**src/rtl/rx_cmd_parser.sv**
```systemverilog
// Command-frame parser behind the UART receiver: decodes AA/BB/CC/DD frames into
// register-file and ALU strobes, with an inter-byte timeout. Optional feature: RX_ERR_DROP_EN.
module rx_cmd_parser #(
    parameter int ADDR_W      = 4,
    parameter int TIMEOUT_CYC = 4096
) (
    input  logic              CLK,
    input  logic              RST,
    input  logic [7:0]        rx_data,
    input  logic              rx_valid,
    input  logic              rx_par_err,
    input  logic              rx_frm_err,
    output logic              reg_wr_en,
    output logic              reg_rd_en,
    output logic [ADDR_W-1:0] reg_addr,
    output logic [7:0]        reg_wr_data,
    output logic [3:0]        alu_fun,
    output logic              alu_en,
    output logic              alu_clk_en,
    output logic              bad_cmd,
    output logic              frame_err,
    output logic              busy
);

    localparam int CNT_W = (TIMEOUT_CYC > 2) ? $clog2(TIMEOUT_CYC) : 1;
    localparam logic [CNT_W-1:0] CNT_MAX = CNT_W'(TIMEOUT_CYC - 1);

    typedef enum logic [2:0] {
        S_IDLE, S_WR_ADDR, S_WR_DATA, S_RD_ADDR, S_OP_A, S_OP_B, S_FUN
    } state_t;

    state_t            r_state, w_state_nxt;
    logic [CNT_W-1:0]  r_cnt;
    logic              r_wr_en, r_rd_en, r_alu_en, r_alu_clk_en, r_bad, r_ferr, r_busy;
    logic [ADDR_W-1:0] r_addr;
    logic [7:0]        r_wr_data;
    logic [3:0]        r_alu_fun;

    logic              w_drop, w_acc, w_timeout;
    logic              w_wr_en, w_rd_en, w_alu_en, w_bad, w_ferr;
    logic [ADDR_W-1:0] w_addr_nxt;
    logic [7:0]        w_data_nxt;
    logic [3:0]        w_fun_nxt;

`ifdef RX_ERR_DROP_EN
    assign w_drop = rx_valid & (rx_par_err | rx_frm_err);
`else
    logic w_unused_err;
    assign w_unused_err = rx_par_err | rx_frm_err;
    assign w_drop       = 1'b0;
`endif

    assign w_acc     = rx_valid & ~w_drop;
    // A byte in the expiry cycle wins over the timeout.
    assign w_timeout = (r_state != S_IDLE) & ~rx_valid & (r_cnt == CNT_MAX);

    always_comb begin
        w_state_nxt = r_state;
        w_wr_en     = 1'b0;
        w_rd_en     = 1'b0;
        w_alu_en    = 1'b0;
        w_bad       = 1'b0;
        w_ferr      = 1'b0;
        w_addr_nxt  = r_addr;
        w_data_nxt  = r_wr_data;
        w_fun_nxt   = r_alu_fun;
        if (w_drop) begin
            w_state_nxt = S_IDLE;
            w_ferr      = 1'b1;
        end else if (w_acc) begin
            case (r_state)
                S_IDLE: begin
                    case (rx_data)
                        8'hAA:   w_state_nxt = S_WR_ADDR;
                        8'hBB:   w_state_nxt = S_RD_ADDR;
                        8'hCC:   w_state_nxt = S_OP_A;
                        8'hDD:   w_state_nxt = S_FUN;
                        default: w_bad       = 1'b1;
                    endcase
                end
                S_WR_ADDR: begin
                    w_addr_nxt  = rx_data[ADDR_W-1:0];
                    w_state_nxt = S_WR_DATA;
                end
                S_WR_DATA: begin
                    w_data_nxt  = rx_data;
                    w_wr_en     = 1'b1;
                    w_state_nxt = S_IDLE;
                end
                S_RD_ADDR: begin
                    w_addr_nxt  = rx_data[ADDR_W-1:0];
                    w_rd_en     = 1'b1;
                    w_state_nxt = S_IDLE;
                end
                S_OP_A: begin
                    w_addr_nxt  = '0;
                    w_data_nxt  = rx_data;
                    w_wr_en     = 1'b1;
                    w_state_nxt = S_OP_B;
                end
                S_OP_B: begin
                    w_addr_nxt  = ADDR_W'(1);
                    w_data_nxt  = rx_data;
                    w_wr_en     = 1'b1;
                    w_state_nxt = S_FUN;
                end
                S_FUN: begin
                    w_fun_nxt   = rx_data[3:0];
                    w_alu_en    = 1'b1;
                    w_state_nxt = S_IDLE;
                end
                default: w_state_nxt = S_IDLE;
            endcase
        end else if (w_timeout) begin
            w_state_nxt = S_IDLE;
            w_ferr      = 1'b1;
        end
    end

    always_ff @(posedge CLK) begin
        if (RST) begin
            r_state      <= S_IDLE;
            r_cnt        <= '0;
            r_wr_en      <= 1'b0;
            r_rd_en      <= 1'b0;
            r_alu_en     <= 1'b0;
            r_alu_clk_en <= 1'b0;
            r_bad        <= 1'b0;
            r_ferr       <= 1'b0;
            r_busy       <= 1'b0;
            r_addr       <= '0;
            r_wr_data    <= '0;
            r_alu_fun    <= '0;
        end else begin
            r_state   <= w_state_nxt;
            r_cnt     <= (w_state_nxt == S_IDLE || rx_valid) ? '0 : r_cnt + 1'b1;
            r_wr_en   <= w_wr_en;
            r_rd_en   <= w_rd_en;
            r_alu_en  <= w_alu_en;
            r_bad     <= w_bad;
            r_ferr    <= w_ferr;
            r_busy    <= (w_state_nxt != S_IDLE);
            r_addr    <= w_addr_nxt;
            r_wr_data <= w_data_nxt;
            r_alu_fun <= w_fun_nxt;
            // ALU clock stays on across the operand/function bytes and the launch cycle.
            r_alu_clk_en <= (w_state_nxt == S_OP_A) | (w_state_nxt == S_OP_B) |
                            (w_state_nxt == S_FUN)  | w_alu_en;
        end
    end

    assign reg_wr_en   = r_wr_en;
    assign reg_rd_en   = r_rd_en;
    assign reg_addr    = r_addr;
    assign reg_wr_data = r_wr_data;
    assign alu_fun     = r_alu_fun;
    assign alu_en      = r_alu_en;
    assign alu_clk_en  = r_alu_clk_en;
    assign bad_cmd     = r_bad;
    assign frame_err   = r_ferr;
    assign busy        = r_busy;

endmodule
```
**config.mk**
```make
export PLATFORM = sky130hd
export DESIGN_NAME = rx_cmd_parser
export DESIGN_NICKNAME = d
export VERILOG_FILES = /design/src/rtl/rx_cmd_parser.sv
export SDC_FILE = /design/constraint.sdc
export NUM_CORES = 1
export LEC_CHECK = 0
export ABC_AREA = 1
export BUFFER_PORTS_ARGS = -buffer_cell sky130_fd_sc_hd__buf_2
export CAP_MARGIN = 0
export CORE_ASPECT_RATIO = 0.6
export CORE_MARGIN = 2
export CORE_UTILIZATION = 57
export CTS_CLUSTER_SIZE = 8
export DETAILED_ROUTE_END_ITERATION = 12
export PLACE_DENSITY_LB_ADDON = 0.1
export SETUP_SLACK_MARGIN = 0.1
export SLEW_MARGIN = 20
export SYNTH_ARGS = -nofsm -noshare
export SYNTH_HDL_FRONTEND = slang
export SYNTH_SLANG_ARGS = --single-unit
```
**constraint.sdc**
```tcl
create_clock -name CLK -period 2.5 [get_ports CLK]
set_input_delay 0.5 -clock CLK [delete_from_list [all_inputs] [get_ports CLK]]
set_output_delay 0.5 -clock CLK [all_outputs]
set_load 0.01 [all_outputs]
```
==> impl_results.md, run 1 <==
* Syn_area_per_cell at 7.721 sq um
* ANT cells at 0
* Clock Tree Root: clkbuf_8
* CTS buffer count at 5
* Hold Crit Class: reg -> reg
* Horiz. Die Dim at 73.02 um
* Sw power at 226.9 uW
* Clk sinks at 38
* Pin count of the biggest net entering global routing at 15
* Share of cells above drive strength 1 at 26.32%
* HPWL after DPL at 2.372 mm
* Tcrit/Tclk final at 67.93%
* Post-CTS Setup Bufs at 0
* Drt pass-1 iters at 4
* Total Neg Setup Slack at 0 ns
* Maximum capacitance violations at 0
* Layout Cells excl Fill at 279
* Seq. cell area at 760.7 sq um
* Int Power at 844.2 uW
* Initial antenna violation count at 0
* CP required at 2.67 ns
* Initial core utilization at 62.42%
* Final min period at 1.698 ns
* Post-CTS sizing at 0
* Clk buf depth at 2
* Worst-path clk slew at 0.07 ns
* Worst rel slew slack at 68.48%
* Synth cell types at 27
* Clk_lat worst skew at 0.28 ns
* Pleak at 0.8601 nW
* RSZ-0062 raised after global routing: false
* GR Overflow Total at 0
* Pwr Density at 567.3 nW/um^2
* IO Pins at 36
* Clk network pwr share at 38.9%
* Average wire per standard cell at 10.81 um
* Final setup viols at 0
* Sequential share of power at 56.8%
* Post-route ant nets at 0
* Max VDD drop at 0.3946 mV
* Post-synthesis sequential area ratio at 46.70%
* Final Hold Viols at 0
* Starting DRT DRC Count at 93
* WP data arrival at 1.87 ns
* Post-synthesis mux area share at 0%
* Number of fill cells in the layout at 222
* Post-Synth XOR/XNOR Area at 5.376%
* Synth Area in Simple Gates at 30.88%
* Critical path class: reg -> reg
* Critical path fanouts, max at 12
* Vias in the first global route at 1196
* Synth Net Count at 225
* Die Area at 3316 sq um
* DRC viols at 0
* Gate Count Post-Synth at 211
* Complex-gate fraction of the synthesized area at 9.140%
* Area of the core at 2610 sq um
* Post-Place Cells at 271
* Via count at 1394
* CTS tree: done
* Switching share of power at 21.19%
* H-tree Lvls at 2
* Routability Congestion at 0.8203
* Status: completed
* Most frequent cells in the layout: nor2_1 (41), dfxtp_1 (38), buf_2 (33)
* Synth Area in Adders at 0.7680%
* Die height at 45.41 um
* Drt total wl at 3.017 mm
* # rows at 14
* Total GRT Usage at 21.10%
* Final Skew at 0.003436 ns
* Post-synthesis register bit count at 38
* IO buf count at 33
* Logic pwr share at 4.2%
* Fin nets at 260
* Syn Std Cell Area at 1629 sq um
* Crit start category: flop
* Slew @ Worst Pin at 0.4703 ns
* Max Clock Freq at 0.5889 GHz
* Synth warn at 0
* Area delta synth->final at 15.90%
* CP Capture Type: flop
* Multi-input logic area at 752.0 sq um
* Largest family of logic cells by synthesized area: simple AND/OR/NAND/NOR gates
* First-pass GRT wire length at 5.237 mm
* Drt via density at 4.996
* Hold-fix buffers, CTS at 0
* Most common cell after layout, fill and taps aside: nor2_1
* Count of pins over their slew limit at 0
[worst max-delay path: stages (launching register included)]
cell and delay [ns]:
dfxtp_1 0.35, ha_1 0.19, nand2_1 0.11, nor2_4 0.17, nand4_1 0.12, nand2_1 0.08
nand2_1 0.09, nor2_2 0.16, nand2_2 0.08, nand2_4 0.18, nor2_1 0.06
[cell families after synthesis]
group | after synthesis
xor gates and xnor gates | 10
buffers and inverters | 26
AOI/OAI and AO/OA | 27
and+or+nand+nor | 109
adders and majority gates | 1
DFF | 38
[power by group through the flow]
stage	Sequential, mW	Combinational [mW]	Clock (mW)
4_1_cts	0.608	0.0452	0.429
3_5_place_dp	0.622	0.0452	0
5_1_grt	0.608	0.0520	0.455
3_3_place_gp	0.622	0.0451	0
2_1_floorplan	0.624	0.0261	0
6_report	0.609	0.0454	0.417
[metrics by stage]
stage | worst slack (ns) | power (mW) | hold slack [ns] | instance area [sq um] | utilization [%]
after global placement | 0.7958 | 0.6675 | 0.4227 | 1797 | 68.84
after floorplan | 0.9398 | 0.6496 | 0.4113 | 1629 | -
after detailed placement | 0.7787 | 0.6676 | 0.4353 | 1797 | 68.84
final | 0.8018 | 1.071 | 0.4491 | 1888 | 72.34
after global routing | 0.5555 | 1.116 | 0.4766 | 1888 | 72.34
after CTS | 0.7781 | 1.082 | 0.4515 | 1888 | 72.34
[layout make-up]
cell class	count	share of cell area, %
clock inverter	1	0.2651
timing repair buffer	33	8.747
inverter	21	4.175
multi-input combinational	147	39.83
clock buffer	7	4.573
tap	32	2.121
sequential	38	40.29
[worst paths after layout]
path              depth (start not counted)  slack [ns]       end     start
setup / recovery                         10        0.80  r_cnt[0]  r_cnt[0]
hold / removal                            1        0.45  r_cnt[0]  r_cnt[0]
setup reg to reg                         10        0.80  r_cnt[0]  r_cnt[0]
hold reg to reg                           1        0.45  r_cnt[0]  r_cnt[0]
[registers in the layout (all words and copies together) (netlist names)]
signal and count:
reg_addr 4, alu_clk_en 1, busy 1, reg_wr_data 8, bad_cmd 1, alu_fun 4
r_cnt 12, reg_rd_en 1, frame_err 1, r_state 3, alu_en 1, reg_wr_en 1
[layer usage]
metal	part of all wire (%)	routed length [um]	GRT usage, %
met2	36	1101	27.93
met3	7.0	212	6.637
met1	56	1692	33.38
met4	0.36	11	3.333
met5	0	0	0
[cells in the mapped netlist]
library cell	instances	area, sq um
nand4_1	1	6.260
clkbuf_1	2	7.510
nor3_1	3	15.01
o21ai_0	12	60.06
xnor2_1	3	26.28
nand2_2	2	12.51
nand2_1	32	120.1
nor3_2	2	20.02
a211oi_1	1	7.510
inv_2	6	22.52
buf_12	1	20.02
a21oi_4	1	16.27
and3_1	2	12.51
a21oi_1	11	55.05
nor4_1	1	6.260
o21ai_1	2	10.01
nor2_4	1	11.26
nor2_2	11	68.82
nand3_2	1	10.01
buf_2	2	10.01
ha_1	1	12.51
nor2_1	41	153.9
xor2_1	7	61.31
inv_1	15	56.30
dfxtp_1	38	760.7
nand2_4	1	11.26
nand3_1	11	55.05
(Power assumes the default switching activity.)
==> inputs of run 2 (changes only) <==
- CORE_UTILIZATION: 57 -> 47
- clock period: 2.5 -> 1.44 ns (I/O delays scaled with it)
==> run 2 against run 1 <==
Utilization rose by 1.7 points. Wire length rose by 42%. Power rose by 110%. Cell count rose by 23%. The run now ends with negative setup slack left.
==> impl_results.md, run 2 (synthesized netlist as in run 1, its figures left out) <==
* Status: finished with violations (was completed)
* Violated checks: negative setup slack
* ANT cells at 0 (unchanged)
* CTS tree: done (unchanged)
* Fin nets at 310 (was 260)
* Post-Place Cells at 324 (was 271)
* Crit start category: flop (unchanged)
* Logic pwr share at 5.3% (was 4.2%)
* Via count at 1599 (was 1394)
* Critical path fanouts, max at 6 (was 12)
* Average wire per standard cell at 12.52 um (was 10.81 um)
* Count of pins over their slew limit at 0 (unchanged)
* Sequential share of power at 46.2% (was 56.8%)
* IO buf count at 33 (unchanged)
* Slack of the worst reg-to-reg path at -0.09 ns (was 0.80 ns)
* Final Cell Area at 2432 sq um (was 1888 sq um)
* Power Total at 2.283 mW (was 1.071 mW)
* Tcrit/Tclk final at 106.1% (was 67.93%)
* Max VDD drop at 0.6410 mV (was 0.3946 mV)
* Worst rel slew slack at 68.10% (was 68.48%)
* Switching share of power at 21.31% (was 21.19%)
* Total GRT Usage at 22.18% (was 21.10%)
* Max reg flops at 12 (unchanged)
* Final Hold Viols at 0 (unchanged)
* Hold-fix buffers, CTS at 0 (unchanged)
* Hold_ws at 0.2305 ns (was 0.4491 ns)
* Most common cell after layout, fill and taps aside: buf_4 (was nor2_1)
* HPWL after DPL at 2.873 mm (was 2.372 mm)
* Routability Congestion at 0.8425 (was 0.8203)
* Share of cells above drive strength 1 at 44.11% (was 26.32%)
* Area of the core at 3283 sq um (was 2610 sq um)
* HP Start: RST (was r_cnt[0])
* First-pass GRT wire length at 6.541 mm (was 5.237 mm)
* Critical R2R Launch: r_cnt[1] (was r_cnt[0])
* # rows at 16 (was 14)
* Layout Cells excl Fill at 342 (was 279)
* Total Neg Setup Slack at -0.9917 ns (was 0 ns)
* WP data arrival at 1.72 ns (was 1.87 ns)
* Final setup margin at -0.08845 ns (was 0.8018 ns)
* Top Layer Used: met4 (unchanged)
* Met2 WL at 1.777 mm (was 1.101 mm)
* Worst hold path stage count at 2 (was 1)
* Worst flop-to-flop path endpoint: r_cnt[6] (was r_cnt[0])
* Clk buf depth at 2 (unchanged)
* Hold Path Sink: reg_wr_en (was r_cnt[0])
* Post-Route Utilization at 74.09% (was 72.34%)
* Int Power at 1.796 mW (was 844.2 uW)
* CTS buffer count at 5 (unchanged)
* Post-place setup slack at -0.1535 ns (was 0.7787 ns)
* GR Overflow Total at 0 (unchanged)
* Initial core utilization at 49.62% (was 62.42%)
* Hold Crit Class: in -> reg (was reg -> reg)
* Critical path class: reg -> reg (unchanged)
* Slew @ Worst Pin at 0.4779 ns (was 0.4703 ns)
* Horiz. Die Dim at 80.01 um (was 73.02 um)
* Pleak at 1.135 nW (was 0.8601 nW)
* Post-route ant nets at 0 (unchanged)
* CP required at 1.63 ns (was 2.67 ns)
* Die Area at 3969 sq um (was 3316 sq um)
* Starting DRT DRC Count at 73 (was 93)
* Wire length on met3 at 261 um (was 212 um)
* Clk_lat worst skew at 0.30 ns (was 0.28 ns)
* Final min period at 1.528 ns (was 1.698 ns)
* CP Capture Type: flop (unchanged)
* RSZ-0062 raised after global routing: true (was false)
* Pin count of the biggest net entering global routing at 15 (unchanged)
* Drt via density at 4.675 (was 4.996)
* IO Pins at 36 (unchanged)
* Drt pass-1 iters at 4 (unchanged)
* Clk sinks at 38 (unchanged)
* Worst-path clk slew at 0.08 ns (was 0.07 ns)
* Metal1 wirelength at 2.189 mm (was 1.692 mm)
* Drt total wl at 4.281 mm (was 3.017 mm)
* Clock Tree Root: clkbuf_8 (unchanged)
* H-tree Lvls at 2 (unchanged)
* Placed cell area at 2138 sq um (was 1797 sq um)
* Maximum capacitance violations at 0 (unchanged)
* Final setup viols at 14 (was 0)
* Final Skew at 0.005206 ns (was 0.003436 ns)
* Biggest register: r_cnt (unchanged)
* Sw power at 486.6 uW (was 226.9 uW)
* FF-to-FF path depth at 11 (was 10)
* Vias in the first global route at 1436 (was 1196)
* Die height at 49.61 um (was 45.41 um)
* Max Clock Freq at 0.6543 GHz (was 0.5889 GHz)
* DRC viols at 0 (unchanged)
* Most frequent cells in the layout: buf_4 (45), nor2_1 (36), dfxtp_1 (34) (was nor2_1 (41), dfxtp_1 (38), buf_2 (33))
* Initial antenna violation count at 0 (unchanged)
* Clk network pwr share at 48.6% (was 38.9%)
* Crit path launch: r_cnt[1] (was r_cnt[0])
* Area delta synth->final at 49.31% (was 15.90%)
* Pwr Density at 938.6 nW/um^2 (was 567.3 nW/um^2)
-- run 2: worst max-delay path, cell delays in order, from the launching register on --
cell and delay [ns]:
dfxtp_2 0.36, ha_4 0.15, nand2_4 0.05, nor2_4 0.12
buf_4 0.13, nand2_2 0.05, nor2_2 0.09, nor2_2 0.05
a21oi_4 0.15, nand2_4 0.11, nand2_8 0.11, nor2_2 0.04
-- run 2: what timing repair did --
action / CTS / global route
pin swaps: 7 / 9
resized for setup: 7 / 15
setup buffers: 3 / 5
endpoints found under the setup margin: 18 / 24
cloned: 1 / 1
-- run 2: worst max-delay path by stage --
stage                end  slack, ns  cells after the start
5_1_grt        r_cnt[11]      -0.17                      8
3_5_place_dp    r_cnt[0]      -0.15                     10
2_1_floorplan   r_cnt[4]      -0.01                     11
6_report        r_cnt[6]      -0.09                     11
4_1_cts         r_cnt[3]      -0.11                     10
3_3_place_gp   r_cnt[11]       -0.1                     10
-- run 2: area by class of cell --
| cell class | instances | area, sq um |
|---|---|---|
| clock buffers | 5 | 68.82 |
| well taps | 45 | 56.30 |
| inverters | 21 | 81.33 |
| multi-input cells | 148 | 835.8 |
| repair inverters | 1 | 7.507 |
| flip-flops and latches | 38 | 768.2 |
| repair buffers | 81 | 545.5 |
| fillers | 251 | 850.8 |
| clock inverters | 3 | 68.82 |
-- run 2: layer usage --
metal,up-vias,GRT usage [%]
li1,837,-
met1,708,32.57
met2,46,31.67
met3,8,6.227
met4,0,6.215
met5,-,0
-- run 2: power by group through the flow --
stage | Clock (mW) | Combinational, mW | Sequential, mW
finish | 1.11 | 0.121 | 1.05
global route | 1.16 | 0.132 | 1.05
CTS | 1.11 | 0.112 | 1.06
detailed placement | 0 | 0.107 | 1.08
global placement | 0 | 0.107 | 1.08
floorplan | 0 | 0.0453 | 1.08
==> inputs of run 3 (changes only) <==
- CORE_MARGIN: 2 -> 3
- REMOVE_ABC_BUFFERS: default -> 1
==> run 3 against run 2 <==
The run still ends with negative setup slack left. Sequential power barely moved. Setup slack better by 0.021 ns. Via count is 1.3% lower. Non-clock buffer count down 2. Utilization grew 3.0 points.
==> impl_results.md, run 3 (synthesized netlist as in run 1, its figures left out) <==
* IO buf count at 33 (unchanged)
* Final setup viols at 12 (was 14)
* Post-Route Utilization at 77.07% (was 74.09%)
* CTS tree: done (unchanged)
* Final Skew at 0.006725 ns (was 0.005206 ns)
* Maximum capacitance violations at 0 (unchanged)
* CP Capture Type: flop (unchanged)
* Starting DRT DRC Count at 53 (was 73)
* H-tree Lvls at 2 (unchanged)
* Routability Congestion at 0.8835 (was 0.8425)
* CTS buffer count at 5 (unchanged)
* Crit path max-delay family: simple AND/OR/NAND/NOR gates (unchanged)
* Post-route ant nets at 0 (unchanged)
* Die Area at 4232 sq um (was 3969 sq um)
* Slew @ Worst Pin at 0.3593 ns (was 0.4779 ns)
* Final Hold Viols at 0 (unchanged)
* Biggest register: r_cnt (unchanged)
* Final setup margin at -0.06788 ns (was -0.08845 ns)
* Initial antenna violation count at 0 (unchanged)
* Max reg flops at 12 (unchanged)
* Crit-path slowest cell: dfxtp_2 (unchanged)
* GR Overflow Total at 0 (unchanged)
* Max Clock Freq at 0.6632 GHz (was 0.6543 GHz)
* Worst rel slew slack at 76.02% (was 68.10%)
* Average wire per standard cell at 12.15 um (was 12.52 um)
* CP required at 1.62 ns (was 1.63 ns)
* Pleak at 1.110 nW (was 1.135 nW)
* Critical path class: reg -> reg (unchanged)
* Die height at 51.61 um (was 49.61 um)
* Vias in the first global route at 1392 (was 1436)
* Switching share of power at 22.92% (was 21.31%)
* HPWL after DPL at 2.831 mm (was 2.873 mm)
* IO Pins at 36 (unchanged)
* Share of cells above drive strength 1 at 44.07% (was 44.11%)
* Total Neg Setup Slack at -0.7553 ns (was -0.9917 ns)
* First-pass GRT wire length at 6.354 mm (was 6.541 mm)
* Max VDD drop at 0.6353 mV (was 0.6410 mV)
* Int Power at 1.489 mW (was 1.796 mW)
* CP Cell Sequence: ha_4, nand2_4, nor2_4, nand4_1, nand2_1, nand2_2, nor2_4, nand2_4, nand2_8, nor2_1 (was ha_4, nand2_4, nor2_4, buf_4, nand2_2, nor2_2, nor2_2, a21oi_4, nand2_4, nand2_8, nor2_2)
* ANT cells at 0 (unchanged)
* Horiz. Die Dim at 82.01 um (was 80.01 um)
* Number of fill cells in the layout at 228 (was 251)
* CP bufs+invs at 0 (was 1)
* Drt pass-1 iters at 4 (unchanged)
* Count of pins over their slew limit at 0 (unchanged)
* Worst-path clk slew at 0.08 ns (about the same)
* Initial core utilization at 52.93% (was 49.62%)
* Clk_lat worst skew at 0.29 ns (was 0.30 ns)
* Total GRT Usage at 20.42% (was 22.18%)
* Via count at 1578 (was 1599)
* Hold Crit Class: in -> reg (unchanged)
* Tcrit/Tclk final at 104.7% (was 106.1%)
* Crit start category: flop (unchanged)
* RSZ-0062 raised after global routing: true (unchanged)
* Most frequent cells in the layout: buf_4 (44), nor2_1 (38), dfxtp_1 (33), buf_2 (33), nand2_1 (29) (was buf_4 (45), nor2_1 (36), dfxtp_1 (34))
* Status: finished with violations (unchanged)
* Area of the core at 3078 sq um (was 3283 sq um)
* Sw power at 442.5 uW (was 486.6 uW)
* Final min period at 1.508 ns (was 1.528 ns)
* Clk sinks at 38 (unchanged)
* Most common cell after layout, fill and taps aside: buf_4 (unchanged)
* Violated checks: negative setup slack (unchanged)
* Pin count of the biggest net entering global routing at 15 (unchanged)
* Clock Tree Root: clkbuf_8 (unchanged)
* Drt total wl at 4.096 mm (was 4.281 mm)
* Pwr Density at 814.0 nW/um^2 (was 938.6 nW/um^2)
* Critical path fanouts, max at 6 (unchanged)
* Fin nets at 308 (was 310)
* CP max stage delay at 0.36 ns (about the same)
* DRC viols at 0 (unchanged)
* WP data arrival at 1.69 ns (was 1.72 ns)
* Sequential share of power at 54.7% (was 46.2%)
* Clk buf depth at 2 (unchanged)
* Clk network pwr share at 39.2% (was 48.6%)
* # rows at 15 (was 16)
* Drt via density at 4.682 (was 4.675)
* Logic pwr share at 6.2% (was 5.3%)
* Area delta synth->final at 45.62% (was 49.31%)
* Power Total at 1.931 mW (was 2.283 mW)
-- run 3: path summary, 6_finish.rpt --
path	start	endpoint	slack, ns	cells past startpoint
min reg2reg	reg_addr[2]	reg_addr[2]	0.46	2
max	r_cnt[1]	r_cnt[11]	-0.07	10
min	RST	reg_addr[1]	0.27	2
max reg2reg	r_cnt[1]	r_cnt[11]	-0.07	10
-- run 3: timing repair --
action,in CTS,in global routing
hold buffers,0,0
cloned,1,1
setup endpoints to repair,21,25
resized for setup,13,17
buffers inserted,1,8
pin swaps,8,6
-- run 3: area by class of cell --
cell class              count  area [sq um]  share of cell area, %
clock buffers               6         82.58                  3.481
clock inverters             2         12.51                 0.5274
inverters                  21         83.83                  3.534
multi-input cells         148         850.8                  35.86
flip-flops and latches     38         767.0                  32.33
well taps                  42         52.55                  2.215
repair buffers             79         518.0                  21.84
repair inverters            1         5.005                 0.2110
-- run 3: per-layer routing --
| metal | GRT usage (%) | part of all wire [%] |
|---|---|---|
| met2 | 27.35 | 40 |
| met3 | 6.920 | 5.2 |
| met4 | 4.972 | 0 |
| met5 | 0 | 0 |
| met1 | 30.70 | 55 |
-- run 3: metrics by stage --
stage | hold slack, ns | worst slack [ns] | instance area (sq um) | std cells
4_1_cts | 0.2627 | -0.1296 | 2257 | 329
2_1_floorplan | 0.3571 | -0.05050 | 1592 | 206
6_report | 0.2701 | -0.06788 | 2372 | 337
5_1_grt | 0.2849 | -0.1634 | 2372 | 337
3_5_place_dp | 0.4542 | -0.2091 | 2095 | 319
3_3_place_gp | 0.4543 | -0.1382 | 2095 | 319
-- run 3: power by group through the flow --
stage	clock (mW)	combinational [mW]	sequential, mW
finish	0.756	0.119	1.06
global route	0.819	0.132	1.06
CTS	0.774	0.111	1.06
detailed placement	0	0.105	1.08
global placement	0	0.105	1.08
floorplan	0	0.0369	1.08
-- run 3: worst register-to-register path, stage by stage (launching register included) --
cell	delay, ns
dfxtp_2	0.36
ha_4	0.15
nand2_4	0.06
nor2_4	0.11
nand4_1	0.12
nand2_1	0.09
nand2_2	0.09
nor2_4	0.15
nand2_4	0.10
nand2_8	0.12
nor2_1	0.04
